[config.mk]
export PLATFORM = sky130hd
export DESIGN_NAME = pmu_ahb_cfg_seq
export DESIGN_NICKNAME = d
export VERILOG_FILES = /design/src/rtl/pmu_ahb_cfg_seq.sv
export SDC_FILE = /design/constraint.sdc
export NUM_CORES = 1
export LEC_CHECK = 0
export ABC_CLOCK_PERIOD_IN_PS = 4600
export CORE_ASPECT_RATIO = 0.6
export CORE_MARGIN = 2
export CORE_UTILIZATION = 50
export CTS_CLUSTER_SIZE = 20
export DETAILED_ROUTE_END_ITERATION = 10
export GPL_TIMING_DRIVEN = 0
export PLACE_DENSITY = 0.91
export SETUP_SLACK_MARGIN = 0.5
export SYNTH_ARGS = -nofsm -noshare
export SYNTH_HDL_FRONTEND = slang
export SYNTH_SLANG_ARGS = --single-unit
[constraint.sdc]
create_clock -name clk_i -period 4.6 [get_ports clk_i]
set_clock_uncertainty 0.2 [all_clocks]
set_input_delay 0.92 -clock clk_i [delete_from_list [all_inputs] [get_ports clk_i]]
set_output_delay 0.92 -clock clk_i [all_outputs]
set_load 0.1 [all_outputs]
[src/rtl/pmu_ahb_cfg_seq.sv]
// rtl/pmu_ahb_cfg_seq.sv - AHB-lite master that programs the PMU register bank from a captured word array.
// Optional readback/compare pass: define CFG_SEQ_READBACK_EN.
module pmu_ahb_cfg_seq #(
  parameter logic [31:0] BASE_ADDR = 32'h0,
  parameter int          N_REGS    = 10,
  parameter int          REG_WIDTH = 32,
  localparam int         IDX_W     = (N_REGS > 1) ? $clog2(N_REGS) : 1
) (
  input  logic                        clk_i,
  input  logic                        rstn_i,
  input  logic                        start_i,
  input  logic [N_REGS*REG_WIDTH-1:0] cfg_data_i,
  output logic                        busy_o,
  output logic                        done_o,
  output logic                        err_o,
  output logic                        mismatch_o,
  output logic [IDX_W-1:0]            mismatch_idx_o,
  output logic [31:0]                 haddr_o,
  output logic [1:0]                  htrans_o,
  output logic                        hwrite_o,
  output logic [2:0]                  hsize_o,
  output logic [2:0]                  hburst_o,
  output logic [3:0]                  hprot_o,
  output logic                        hmastlock_o,
  output logic [31:0]                 hwdata_o,
  input  logic                        hready_i,
  input  logic [1:0]                  hresp_i,
  input  logic [31:0]                 hrdata_i
);

  localparam logic [1:0] HTRANS_IDLE   = 2'b00;
  localparam logic [1:0] HTRANS_NONSEQ = 2'b10;

  typedef enum logic [2:0] {
    S_IDLE,
    S_WR_ADDR,
    S_WR_DATA,
    S_RD_ADDR,
    S_RD_DATA,
    S_FIN
  } state_t;

  state_t                        state_q;
  logic [N_REGS*REG_WIDTH-1:0]   cfg_q;
  logic [IDX_W-1:0]              idx_q;
  logic                          busy_q;
  logic                          done_q;
  logic                          err_q;
  logic [31:0]                   haddr_q;
  logic [1:0]                    htrans_q;
  logic                          hwrite_q;
  logic [31:0]                   hwdata_q;

  logic [IDX_W-1:0]              idx_nxt_d;
  logic [31:0]                   addr_nxt_d;
  logic [REG_WIDTH-1:0]          word_d;
  logic                          last_d;
  logic                          err_now_d;

  function automatic logic [31:0] word_addr(input logic [IDX_W-1:0] i);
    return BASE_ADDR + {{(30-IDX_W){1'b0}}, i, 2'b00};
  endfunction

  always_comb begin
    idx_nxt_d  = idx_q + IDX_W'(1);
    addr_nxt_d = word_addr(idx_nxt_d);
    word_d     = cfg_q[REG_WIDTH*idx_q +: REG_WIDTH];
    last_d     = (idx_q == IDX_W'(N_REGS - 1));
    // An ERROR seen in any cycle of the current data phase aborts the sequence.
    err_now_d  = err_q | hresp_i[0];
  end

`ifdef CFG_SEQ_READBACK_EN
  logic             mis_q;
  logic [IDX_W-1:0] mis_idx_q;
  logic             unused_ok;
  assign unused_ok      = hresp_i[1];
  assign mismatch_o     = mis_q;
  assign mismatch_idx_o = mis_idx_q;
`else
  logic unused_ok;
  assign unused_ok      = hresp_i[1] ^ (^hrdata_i);
  assign mismatch_o     = 1'b0;
  assign mismatch_idx_o = '0;
`endif

  always_ff @(posedge clk_i) begin
    if (!rstn_i) begin
      state_q   <= S_IDLE;
      cfg_q     <= '0;
      idx_q     <= '0;
      busy_q    <= 1'b0;
      done_q    <= 1'b0;
      err_q     <= 1'b0;
      haddr_q   <= '0;
      htrans_q  <= HTRANS_IDLE;
      hwrite_q  <= 1'b0;
      hwdata_q  <= '0;
`ifdef CFG_SEQ_READBACK_EN
      mis_q     <= 1'b0;
      mis_idx_q <= '0;
`endif
    end else begin
      done_q <= 1'b0;
      case (state_q)
        S_IDLE: begin
          if (start_i) begin
            cfg_q    <= cfg_data_i;
            err_q    <= 1'b0;
            idx_q    <= '0;
            busy_q   <= 1'b1;
            htrans_q <= HTRANS_NONSEQ;
            haddr_q  <= BASE_ADDR;
            hwrite_q <= 1'b1;
            state_q  <= S_WR_ADDR;
`ifdef CFG_SEQ_READBACK_EN
            mis_q     <= 1'b0;
            mis_idx_q <= '0;
`endif
          end
        end
        S_WR_ADDR: begin
          if (hready_i) begin
            htrans_q <= HTRANS_IDLE;
            hwdata_q <= word_d;
            state_q  <= S_WR_DATA;
          end
        end
        S_WR_DATA: begin
          if (hresp_i[0]) err_q <= 1'b1;
          if (hready_i) begin
            if (err_now_d) begin
              done_q  <= 1'b1;
              state_q <= S_FIN;
            end else if (last_d) begin
`ifdef CFG_SEQ_READBACK_EN
              idx_q    <= '0;
              htrans_q <= HTRANS_NONSEQ;
              haddr_q  <= BASE_ADDR;
              hwrite_q <= 1'b0;
              state_q  <= S_RD_ADDR;
`else
              done_q  <= 1'b1;
              state_q <= S_FIN;
`endif
            end else begin
              idx_q    <= idx_nxt_d;
              htrans_q <= HTRANS_NONSEQ;
              haddr_q  <= addr_nxt_d;
              state_q  <= S_WR_ADDR;
            end
          end
        end
`ifdef CFG_SEQ_READBACK_EN
        S_RD_ADDR: begin
          if (hready_i) begin
            htrans_q <= HTRANS_IDLE;
            state_q  <= S_RD_DATA;
          end
        end
        S_RD_DATA: begin
          if (hresp_i[0]) err_q <= 1'b1;
          if (hready_i) begin
            if (err_now_d) begin
              done_q  <= 1'b1;
              state_q <= S_FIN;
            end else begin
              // Only the first differing register is reported.
              if (hrdata_i != word_d && !mis_q) begin
                mis_q     <= 1'b1;
                mis_idx_q <= idx_q;
              end
              if (last_d) begin
                done_q  <= 1'b1;
                state_q <= S_FIN;
              end else begin
                idx_q    <= idx_nxt_d;
                htrans_q <= HTRANS_NONSEQ;
                haddr_q  <= addr_nxt_d;
                state_q  <= S_RD_ADDR;
              end
            end
          end
        end
`endif
        S_FIN: begin
          busy_q  <= 1'b0;
          state_q <= S_IDLE;
        end
        default: begin
          busy_q   <= 1'b0;
          htrans_q <= HTRANS_IDLE;
          state_q  <= S_IDLE;
        end
      endcase
    end
  end

  assign busy_o      = busy_q;
  assign done_o      = done_q;
  assign err_o       = err_q;
  assign haddr_o     = haddr_q;
  assign htrans_o    = htrans_q;
  assign hwrite_o    = hwrite_q;
  assign hwdata_o    = hwdata_q;
  assign hsize_o     = 3'b010;
  assign hburst_o    = 3'b000;
  assign hprot_o     = 4'b0011;
  assign hmastlock_o = 1'b0;

endmodule

; After elaboration in Yosys (flattened, before gate mapping)
; Cells that the tools add are included.
[word_totals]
ff_bits = 397
input_bits = 358
output_inout_bits = 86
[op_classes]
n_addsub = 1
eq_ne = 10
shift = 1
muxes = 29
bitwise_logic = 3
reduce_logical = 11
[op_table]
columns = op, count
row1 = 320-bit by 10-bit indexed part select with 32-bit output, 1
row2 = 32-bit 2-to-1 mux, 4
row3 = 32-bit case mux with 2 select lines, 1
row4 = 4-bit 2-to-1 mux, 4
row5 = 3-bit 2-to-1 mux, 5
row6 = "2-bit inequality test, second input constant", 6
row7 = 2-bit 2-to-1 mux, 5
row8 = 3-bit case mux with 3 select lines, 1
row9 = 3-bit AND reduction, 3
row10 = 2-bit case mux with 4 select lines, 1
row11 = 4-bit case mux with 2 select lines, 1
row12 = 2-bit AND reduction, 3
row13 = 6-bit AND reduction, 1
row14 = 1-bit 2-to-1 mux, 5
row15 = 5-bit AND reduction, 1
row16 = "4-bit by 1-bit adder with 4-bit output, second input constant", 1
row17 = "4-bit == test, second input constant", 1
row18 = 1-bit case mux with 2 select lines, 2
row19 = "3-bit by 1-bit == test with 1-bit output, second input constant", 1
row20 = "3-bit by 2-bit == test with 1-bit output, second input constant", 1
row21 = "3-bit == test, second input constant", 1
row22 = 3-bit logical NOT, 1
row23 = 1-bit NOT, 2
row24 = 2-bit nonzero test, 1
row25 = 2 further kinds, 2

; Logic depth before layout (Yosys ltp)
; Gate-level depths: netlist of the first run.
[depth]
word_depth = 5
ltp_mapped = 8
depth_no_buf = 6

; Worst setup path after synthesis of the first run
; Ideal clock, no wire load.
[synth_path]
path_kind = flip-flop to flip-flop
start = register idx_q[0]
end = register hwdata_q[30], in the netlist hwdata_o[30]
setup_time_ns = 0.125
t_arrival_ns = 2.520
t_required_ns = 4.275
slack_ns = 1.755
stages_incl_launch_ff = 7
n_path_buf = 3
cell_sequence = dfxtp_1 buf_2 buf_2 buf_2 mux2_2 a222oi_1 nand2_1
[synth_via]
elab_chain_cells = 1
[synth_lines]
columns = element, line
row1 = start: declaration, 45  ; logic [IDX_W-1:0] idx_q;
row2 = start signal: assignment, 147  ; idx_q <= idx_nxt_d;
row3 = 320-bit by 10-bit indexed part select with 32-bit output, 67  ; word_d = cfg_q[REG_WIDTH*idx_q +: REG_WIDTH];
row4 = end signal: assignment, 125  ; hwdata_q <= word_d;
row5 = end: declaration, 52  ; logic [31:0] hwdata_q;
; Every way passes these cells.
; A chain may end at the register's enable or synchronous reset.

==> impl_metrics.tcl, run 1 <==
set metrics [dict create \
    yosys_warnings 0 \
    path_cells "clkdlybuf4s50_1" \
    maxCapViolations 0 \
    met3_usage_pct 9.014 \
    power-per-cell-area_nw_per_um2 377.6 \
    port_buffers 365 \
    layout_commonest_cell "nand2_1" \
    switchingPower_uw 2217 \
    htreeDepth 2 \
    p_int_uw 5507 \
    critPathMaxFanout 6 \
    root_buffer "clkbuf_16" \
    dieArea_um2 31520 \
    relSlewSlack_pct 27.59 \
    peakVddDrop_uv 223.1 \
    outcome "finished clean" \
    drt_wl_total_um 57300 \
    drive_above_1_share_pct 12.23 \
    grt_max_degree 16 \
    finalSetupTns_ns 0 \
    n_antenna_cell 0 \
    crit_cells 1 \
    clock_power_share_pct 37.3 \
    crit_arrival_ns 2.34 \
    r2r_cells 6 \
    nets 2570 \
    core_area_um2 29800 \
    drt_iter0_drc 1809 \
    rsz0062_at_grt "false" \
    setup_slack_ns 1.142 \
    ys_seq_elements 364 \
    postSynthAreaPerCell_um2 8.515 \
    rows 49 \
    async_flop_share_pct 0 \
    worst_pin_slew_ns 1.083 \
    antenna_found_initial 5 \
    die_w_um 227.9 \
    cp-end-kind "output pin" \
    syn_area_um2 15040 \
    path_delay_family "buffers and inverters" \
    post-place-ws_ns 1.160 \
    grt.met2_usage_pct 54.04 \
    cp-start-kind "flop" \
    slew_viol_final 0 \
    seq_power_share_pct 45.0 \
    post_cts_resize_count 0 \
    synthTopCellsByArea "dfxtp_1 (48%), nand2_1 (18%), a21oi_1 (11%), mux4_2 (9.6%), buf_2 (2.6%)" \
    grt.busiest_layer "met2" \
    grt_pass1_vias 14710 \
    overflow 0 \
    switching_share_pct 28.70 \
    vias_per_cell 5.736 \
    cts_setup_buffers 0 \
    use_met1_pct 49.02 \
    fmax_mhz 289.2 \
    multi_input_area_um2 6944 \
    wire_per_inst_um 21.70 \
    area_delta_synth_final_pct 36.04 \
    synth-edff-count 0 \
    grt_util_all_layers_pct 35.49 \
    die_y_um 138.3 \
    ys_types 36 \
    cts_buffers 34 \
    cp.required_ns 3.48 \
    fin_crit_sh_pct 75.18 \
    criticalPathCategory "reg2out" \
    pwr-share-comb_pct 17.8 \
    dp.cells 2582 \
    place.gp.congestion 0.9723 \
    synth_top_flop_cell "dfxtp_1" \
    final_cell_mix "nand2_1 (711), clkdlybuf4s50_1 (365), dfxtp_1 (364)" \
    hpwl_um 44270 \
    grt_pass1_wl_um 85820 \
    layout.area.seq_um2 7287 \
    remaining_drc_errors 0 \
    drt_pass1_iterations 7 \
    synth_top_area_share_pct 48.46 \
    crit_path_max_incr_delay_ns 1.23 \
    path_clk_slew_ns 0.07 \
    hold_class "reg2reg" \
    synth_seq_area_share_pct 48.46 \
    pin_count 444 \
    num_vias 15150 \
    fin_crit_ns 3.458 \
    syn_inst 1766 \
    ctsHoldBuffers 0 \
    initial_utilization_pct 50.47 \
    clkSinkCount 364 \
    holdPathStages 2 \
    clk_latency_ns 0.54 \
    instances_no_fill 2641 \
    cts_buffer_depth 3 \
    setup_viol 0 \
    crit_slowest_cell "clkdlybuf4s50_1" \
    cp_num_buf_inv 1 \
    yosysTopAreaCell "dfxtp_1" \
    p_leak_uw 0.007833 \
    drtAntennaViolNets 0 \
    num-fill-cells 2313 \
    cts_tree "yes" \
    final-hold-violation-count 0 \
]
==> cells in the mapped netlist, types with 2 or more instances <==
library cell,instances
nand3b_1,3
nor3b_1,3
buf_4,45
nor2_1,10
nand2b_1,4
clkbuf_1,60
nand2_1,711
or3_1,3
mux4_2,64
dfxtp_1,364
a222oi_1,32
xor2_1,2
nand4_1,2
buf_2,77
buf_1,2
nor4_2,2
inv_1,2
conb_1,2
mux2_2,33
ha_1,2
nand3_1,4
a211oi_1,4
a31oi_1,2
a21oi_1,321
==> flip-flops by register name, summed over array words and instances, names as in the netlist <==
register / count
idx_q: 4
htrans_o: 1
busy_o: 1
state_q: 3
hwrite_o: 1
err_o: 1
cfg_q: 320
done_o: 1
hwdata_o: 32
==> cell type report <==
| type | count | area share [%] |
|---|---|---|
| Clock buffer | 50 | 4.850 |
| Tap cell | 408 | 2.496 |
| Inverter | 3 | 0.05505 |
| Timing Repair Buffer | 365 | 17.86 |
| Sequential cell | 364 | 35.62 |
| Buffer | 184 | 4.673 |
| Multi-Input combinational cell | 1258 | 33.95 |
| Clock inverter | 9 | 0.4954 |
==> cells by family after synthesis <==
group,Yosys count,share of synthesized area (%)
xor+xnor,2,0.1165
mux,97,12.06
buf+inv,187,6.432
compound gates,365,13.39
simple gates,747,19.33
other cells,2,0.04994
fa+ha+maj,2,0.1664
flops,364,48.46
==> power by group through the flow <==
| stage | Combinational [uW] | Sequential (uW) | Clock, uW |
|---|---|---|---|
| 6_report | 1370 | 3470 | 2880 |
| 5_1_grt | 1450 | 3490 | 2990 |
| 4_1_cts | 1350 | 3470 | 2850 |
| 3_5_place_dp | 1340 | 3540 | 0 |
| 3_3_place_gp | 1310 | 3520 | 0 |
| 2_1_floorplan | 722 | 3550 | 0 |
==> through the flow <==
step | hold WS [ns] | power [uW] | util [%] | cell area (um2)
floorplan | 0.2329 | 4274 | - | 15200
CTS | 0.2553 | 7664 | 68.65 | 20460
global placement | 0.2384 | 4833 | 64.98 | 19360
finish | 0.2550 | 7724 | 68.65 | 20460
global route | 0.2701 | 7928 | 68.65 | 20460
detailed placement | 0.2467 | 4873 | 64.98 | 19360
==> metal layers <==
metal / up-vias / part of all wire, %
met5: - / 0.079
met4: 8 / 3.7
met3: 143 / 12
met2: 980 / 44
met1: 7255 / 40
li1: 6762 / -
==> path summary, 6_finish.rpt <==
check                      end       start  slack (ns)
hold reg to reg     cfg_q[187]  cfg_q[187]        0.26
setup reg to reg  hwdata_o[27]    idx_q[0]        1.81
hold / removal      cfg_q[187]  cfg_q[187]        0.26
setup / recovery    haddr_o[4]    idx_q[2]        1.14
Power figures use the tool's default switching activity.
==> inputs of run 2 (changes only) <==
--- a/config.mk
+++ b/config.mk
@@ -5,14 +5,14 @@
 export SDC_FILE = /design/constraint.sdc
 export NUM_CORES = 1
 export LEC_CHECK = 0
-export ABC_CLOCK_PERIOD_IN_PS = 4600
+export ABC_CLOCK_PERIOD_IN_PS = 2800
 export CORE_ASPECT_RATIO = 0.6
 export CORE_MARGIN = 2
-export CORE_UTILIZATION = 50
+export CORE_UTILIZATION = 43
 export CTS_CLUSTER_SIZE = 20
 export DETAILED_ROUTE_END_ITERATION = 10
 export GPL_TIMING_DRIVEN = 0
-export PLACE_DENSITY = 0.91
+export PLACE_DENSITY = 0.84
 export SETUP_SLACK_MARGIN = 0.5
 export SYNTH_ARGS = -nofsm -noshare
 export SYNTH_HDL_FRONTEND = slang
==> constraint.sdc (replaced) <==
create_clock -name clk_i -period 2.8 [get_ports clk_i]
set_clock_uncertainty 0.2 [all_clocks]
set_input_delay 0.56 -clock clk_i [delete_from_list [all_inputs] [get_ports clk_i]]
set_output_delay 0.56 -clock clk_i [all_outputs]
set_load 0.1 [all_outputs]
==> run 2 against run 1 <==
  * Largest power group unchanged
  * Critical endpoint is now hwdata_o[26]
  * Combinational power up 66%
  * Register-to-register slack worse by 1.3 ns
  * Power up 69%
  * Sequential power up 64%
  * Critical path type is now reg2reg
==> impl_metrics.tcl, run 2 (synthesis results as in run 1) <==
set metrics [dict create \
    dieArea_um2 36530 \
    use_met1_pct 43.23 \
    switching_share_pct 27.97 \
    fin_crit_sh_pct 82.29 \
    peakVddDrop_uv 416.6 \
    largest_reg_flops 320 \
    die_y_um 148.9 \
    fmax_mhz 434.0 \
    relSlewSlack_pct 49.07 \
    switchingPower_uw 3657 \
    cts_tree "yes" \
    worst_pin_slew_ns 0.7624 \
    layout_commonest_cell "nand2_1" \
    fin_crit_ns 2.304 \
    pwr-share-comb_pct 17.3 \
    die_w_um 245.4 \
    grt_max_degree 16 \
    setup_viol 0 \
    num-fill-cells 2916 \
    area_delta_synth_final_pct 38.58 \
    antenna_found_initial 3 \
    top_register "cfg_q" \
    criticalPathCategory "reg2reg" \
    rows 52 \
    rsz0062_at_grt "true" \
    port_buffers 365 \
    drt_pass1_iterations 7 \
    cp-end-kind "flop" \
    final-hold-violation-count 0 \
    met3_usage_pct 6.818 \
    grt_pass1_wl_um 85880 \
    clk_latency_ns 0.53 \
    power-per-cell-area_nw_per_um2 627.4 \
    final_cell_mix "nand2_1 (711), dfxtp_1 (360), clkdlybuf4s50_1 (322)" \
    critPathMaxFanout 10 \
    grt_util_all_layers_pct 31.46 \
    total_power_uw 13070 \
    root_buffer "clkbuf_16" \
    htreeDepth 2 \
    seq_power_share_pct 43.6 \
    p_leak_uw 0.008053 \
    hold_class "reg2reg" \
    drive_above_1_share_pct 15.76 \
    multi_input_area_um2 6973 \
    drtAntennaViolNets 0 \
    drt_iter0_drc 1533 \
    remaining_drc_errors 0 \
    cts_buffers 35 \
    drt_wl_total_um 59170 \
    layout.area.seq_um2 7295 \
    grt.busiest_layer "met2" \
    crit_arrival_ns 2.51 \
    path_clk_slew_ns 0.07 \
    clkSinkCount 364 \
    overflow 0 \
    core_area_um2 34090 \
    maxCapViolations 0 \
    place.gp.congestion 0.9229 \
    cts_buffer_depth 3 \
    nets 2575 \
    worst_hold_slack_ns 0.2543 \
    wire_per_inst_um 21.91 \
    grt_pass1_vias 14440 \
    grt.met2_usage_pct 49.59 \
    cp.required_ns 3.00 \
    pin_count 444 \
    outcome "finished clean" \
    hpwl_um 45920 \
    initial_utilization_pct 44.11 \
    clock_power_share_pct 39.0 \
    vias_per_cell 5.582 \
    p_int_uw 9417 \
    num_vias 15080 \
    slew_viol_final 0 \
    cp-start-kind "flop" \
]
[run 2: final timing paths]
| kind | from | endpoint | slack (ns) | depth (start not counted) |
|---|---|---|---|---|
| worst max-delay path | idx_q[2] | hwdata_o[26] | 0.50 | 5 |
| worst min-delay path | cfg_q[295] | cfg_q[295] | 0.25 | 2 |
| worst max register to register | idx_q[2] | hwdata_o[26] | 0.50 | 5 |
| worst min register to register | cfg_q[295] | cfg_q[295] | 0.25 | 2 |
[run 2: repair_timing]
action,CTS,global route
hold buffers,0,0
setup buffers,4,0
endpoints found under the setup margin,369,324
pin swaps,1,1
resized for setup,152,29
[run 2: final cells by class]
cell class | instances | share of cell area [%]
antenna | 2 | 0.02402
buffer | 184 | 4.941
clock buffer | 53 | 5.308
clock inverter | 9 | 0.6004
inverter | 3 | 0.05404
multi-input combinational | 1258 | 33.46
sequential | 364 | 35.00
tap | 459 | 2.756
timing repair buffer | 369 | 17.85
[run 2: per-layer routing]
layer	vias to the layer above	wire length, um	part of all wire, %
li1	6770	-	-
met1	7233	24110	41
met2	938	26520	45
met3	134	6470	11
met4	2	2050	3.5
met5	-	12	0.020
[run 2: power by group through the flow]
stage	combinational, uW	sequential [uW]	clock [uW]
6_report	2270	5700	5100
5_1_grt	2400	5730	5350
4_1_cts	2220	5700	5110
3_5_place_dp	2200	5810	0
3_3_place_gp	2160	5790	0
2_1_floorplan	1190	5830	0
[run 2: stage by stage]
step           util [%]  instances  setup TNS [ns]  setup slack, ns  instance area (um2)
2_1_floorplan         -       1809               0           0.5478                15210
3_3_place_gp      57.01       2633          -26.74          -0.2332                19440
3_5_place_dp      57.01       2633          -39.98          -0.2640                19440
4_1_cts           61.05       2699               0           0.4397                20820
5_1_grt           61.12       2701               0           0.4672                20840
6_report          61.12       2701               0           0.4960                20840
[run 2: worst max-delay path, cell delays in order, from the launching register on]
cell and delay (ns):
dfxtp_2 0.47, buf_2 0.37, buf_2 0.36, mux4_2 0.39, a222oi_1 0.29, nand2_1 0.10
==> inputs of run 3 (changes only) <==
--- a/config.mk
+++ b/config.mk
@@ -5,7 +5,7 @@
 export SDC_FILE = /design/constraint.sdc
 export NUM_CORES = 1
 export LEC_CHECK = 0
-export ABC_CLOCK_PERIOD_IN_PS = 2800
+export ABC_CLOCK_PERIOD_IN_PS = 2100
 export CORE_ASPECT_RATIO = 0.6
 export CORE_MARGIN = 2
 export CORE_UTILIZATION = 43
==> constraint.sdc (replaced) <==
create_clock -name clk_i -period 2.1 [get_ports clk_i]
set_clock_uncertainty 0.2 [all_clocks]
set_input_delay 0.42 -clock clk_i [delete_from_list [all_inputs] [get_ports clk_i]]
set_output_delay 0.42 -clock clk_i [all_outputs]
set_load 0.1 [all_outputs]
==> run 3 against run 2 <==
  * The flow now finishes with violations (negative setup slack)
  * Design area is 19% higher
  * Power is 44% higher
  * Cell count is 3.6% higher
  * Critical path depth is 1 higher
  * Critical path type unchanged
  * Maximum frequency is 8.7% higher
==> impl_metrics.tcl, run 3 (synthesis results as in run 1) <==
set metrics [dict create \
    cp_common_cell "buf_12" \
    remaining_drc_errors 0 \
    outcome "complete, but fails checks" \
    finish.utilization_pct 72.57 \
    die_y_um 148.9 \
    hold_class "in2reg" \
    setup_viol 1 \
    p_leak_uw 0.009818 \
    area_delta_synth_final_pct 64.53 \
    rsz0062_at_grt "true" \
    dieArea_um2 36530 \
    grt_pass1_vias 15300 \
    grt_util_all_layers_pct 34.12 \
    drive_above_1_share_pct 30.36 \
    die_w_um 245.4 \
    core_area_um2 34090 \
    nets 2668 \
    criticalPathCategory "reg2reg" \
    hpwl_um 45500 \
    place.gp.congestion 0.9351 \
    worst_hold_slack_ns 0.2331 \
    worst_pin_slew_ns 0.8476 \
    crit_arrival_ns 2.33 \
    htreeDepth 2 \
    maxCapViolations 0 \
    drt_pass1_iterations 10 \
    final_cell_mix "nand2_1 (615), dfxtp_1 (322), clkdlybuf4s50_1 (321)" \
    critPathMaxFanout 7 \
    root_buffer "clkbuf_16" \
    total_power_uw 18830 \
    clk_latency_ns 0.54 \
    post-place-ws_ns -1.169 \
    cp_num_buf_inv 3 \
    initial_utilization_pct 44.11 \
    port_buffers 365 \
    fin_crit_ns 2.119 \
    path_clk_slew_ns 0.07 \
    clkSinkCount 364 \
    slew_viol_final 0 \
    crit_slowest_cell "mux4_2" \
    drt_wl_total_um 69430 \
    fmax_mhz 472.0 \
    fin_crit_sh_pct 100.9 \
    crit_path_max_incr_delay_ns 0.53 \
    setup_slack_ns -0.01887 \
    grt_max_degree 16 \
    final-hold-violation-count 0 \
    cts_tree "yes" \
    vias_per_cell 5.852 \
    overflow 0 \
    top_register "cfg_q" \
    relSlewSlack_pct 43.49 \
    layout_commonest_cell "nand2_1" \
    largest_reg_flops 320 \
    num_vias 16370 \
    drt_iter0_drc 2458 \
    power-per-cell-area_nw_per_um2 761.1 \
    grt_pass1_wl_um 92320 \
    cp-end-kind "flop" \
    dpl-instance-area_um2 19760 \
    rows 52 \
    wire_per_inst_um 24.82 \
    pin_count 444 \
    final_area_um2 24740 \
    violations "negative setup slack" \
    antenna_found_initial 7 \
    drtAntennaViolNets 0 \
    path_cells "buf_12, buf_12, buf_4, mux4_2, a222oi_1, nand2_1" \
    cts_buffers 36 \
    cp-start-kind "flop" \
    cts_buffer_depth 3 \
    peakVddDrop_uv 482.3 \
    cp.required_ns 2.31 \
    path_delay_family "multiplexers" \
]
==> run 3: metrics by stage <==
step	cells	TNS, ns
after global placement	2633	-254.97
final	2797	-0.01887
after global routing	2797	-0.1085
after CTS	2750	0
after detailed placement	2633	-257.63
after floorplan	1809	0
==> run 3: area by class of cell <==
cell class	count	area [um2]
Antenna cell	6	15.01
Buffer	184	1861
Clock buffer	54	1070
Clock inverter	8	127.6
Fill cell	2316	9353
Inverter	3	11.26
Multi-Input combinational cell	1258	8059
Sequential cell	364	7372
Tap cell	459	574.3
Timing Repair Buffer	461	5650
==> run 3: worst register-to-register path, delay by kind of cell (launching register included) <==
| family | cells | cell delay [ns] |
|---|---|---|
| compound gates | 1 | 0.28 |
| buf+inv | 3 | 0.48 |
| simple gates | 1 | 0.11 |
| mux | 1 | 0.54 |
| flops | 1 | 0.39 |
==> run 3: path summary, 6_finish.rpt <==
| kind | start | to | slack, ns | cells after the start |
|---|---|---|---|---|
| setup / recovery | idx_q[0] | hwdata_o[4] | -0.02 | 6 |
| hold reg to reg | cfg_q[173] | cfg_q[173] | 0.25 | 2 |
| setup reg to reg | idx_q[0] | hwdata_o[4] | -0.02 | 6 |
| hold / removal | cfg_data_i[105] | cfg_q[105] | 0.23 | 3 |
==> run 3: layer usage <==
metal  vias up  global-route usage [%]  part of all wire (%)
li1       6994                       -                     -
met1      7968                   45.97                    39
met2      1163                   52.25                    44
met3       242                   8.563                    12
met4         0                   14.76                   5.3
met5         -                       0                     0
==> run 3: report_power, final <==
part	internal (uW)	switching [uW]	leakage (uW)
clock	3900	2900	0.000579
sequential	7340	285	0.00301
combinational	2050	2350	0.00623
total	13300	5540	0.00982
==> run 3: timing repair <==
item / CTS / global route
hold buffers: 0 / 0
cloned: 24 / 16
setup endpoints to repair: 399 / 402
buffers inserted: 31 / 25
resized for setup: 633 / 308
hold endpoints to repair: 0 / 0
pin swaps: 53 / 128
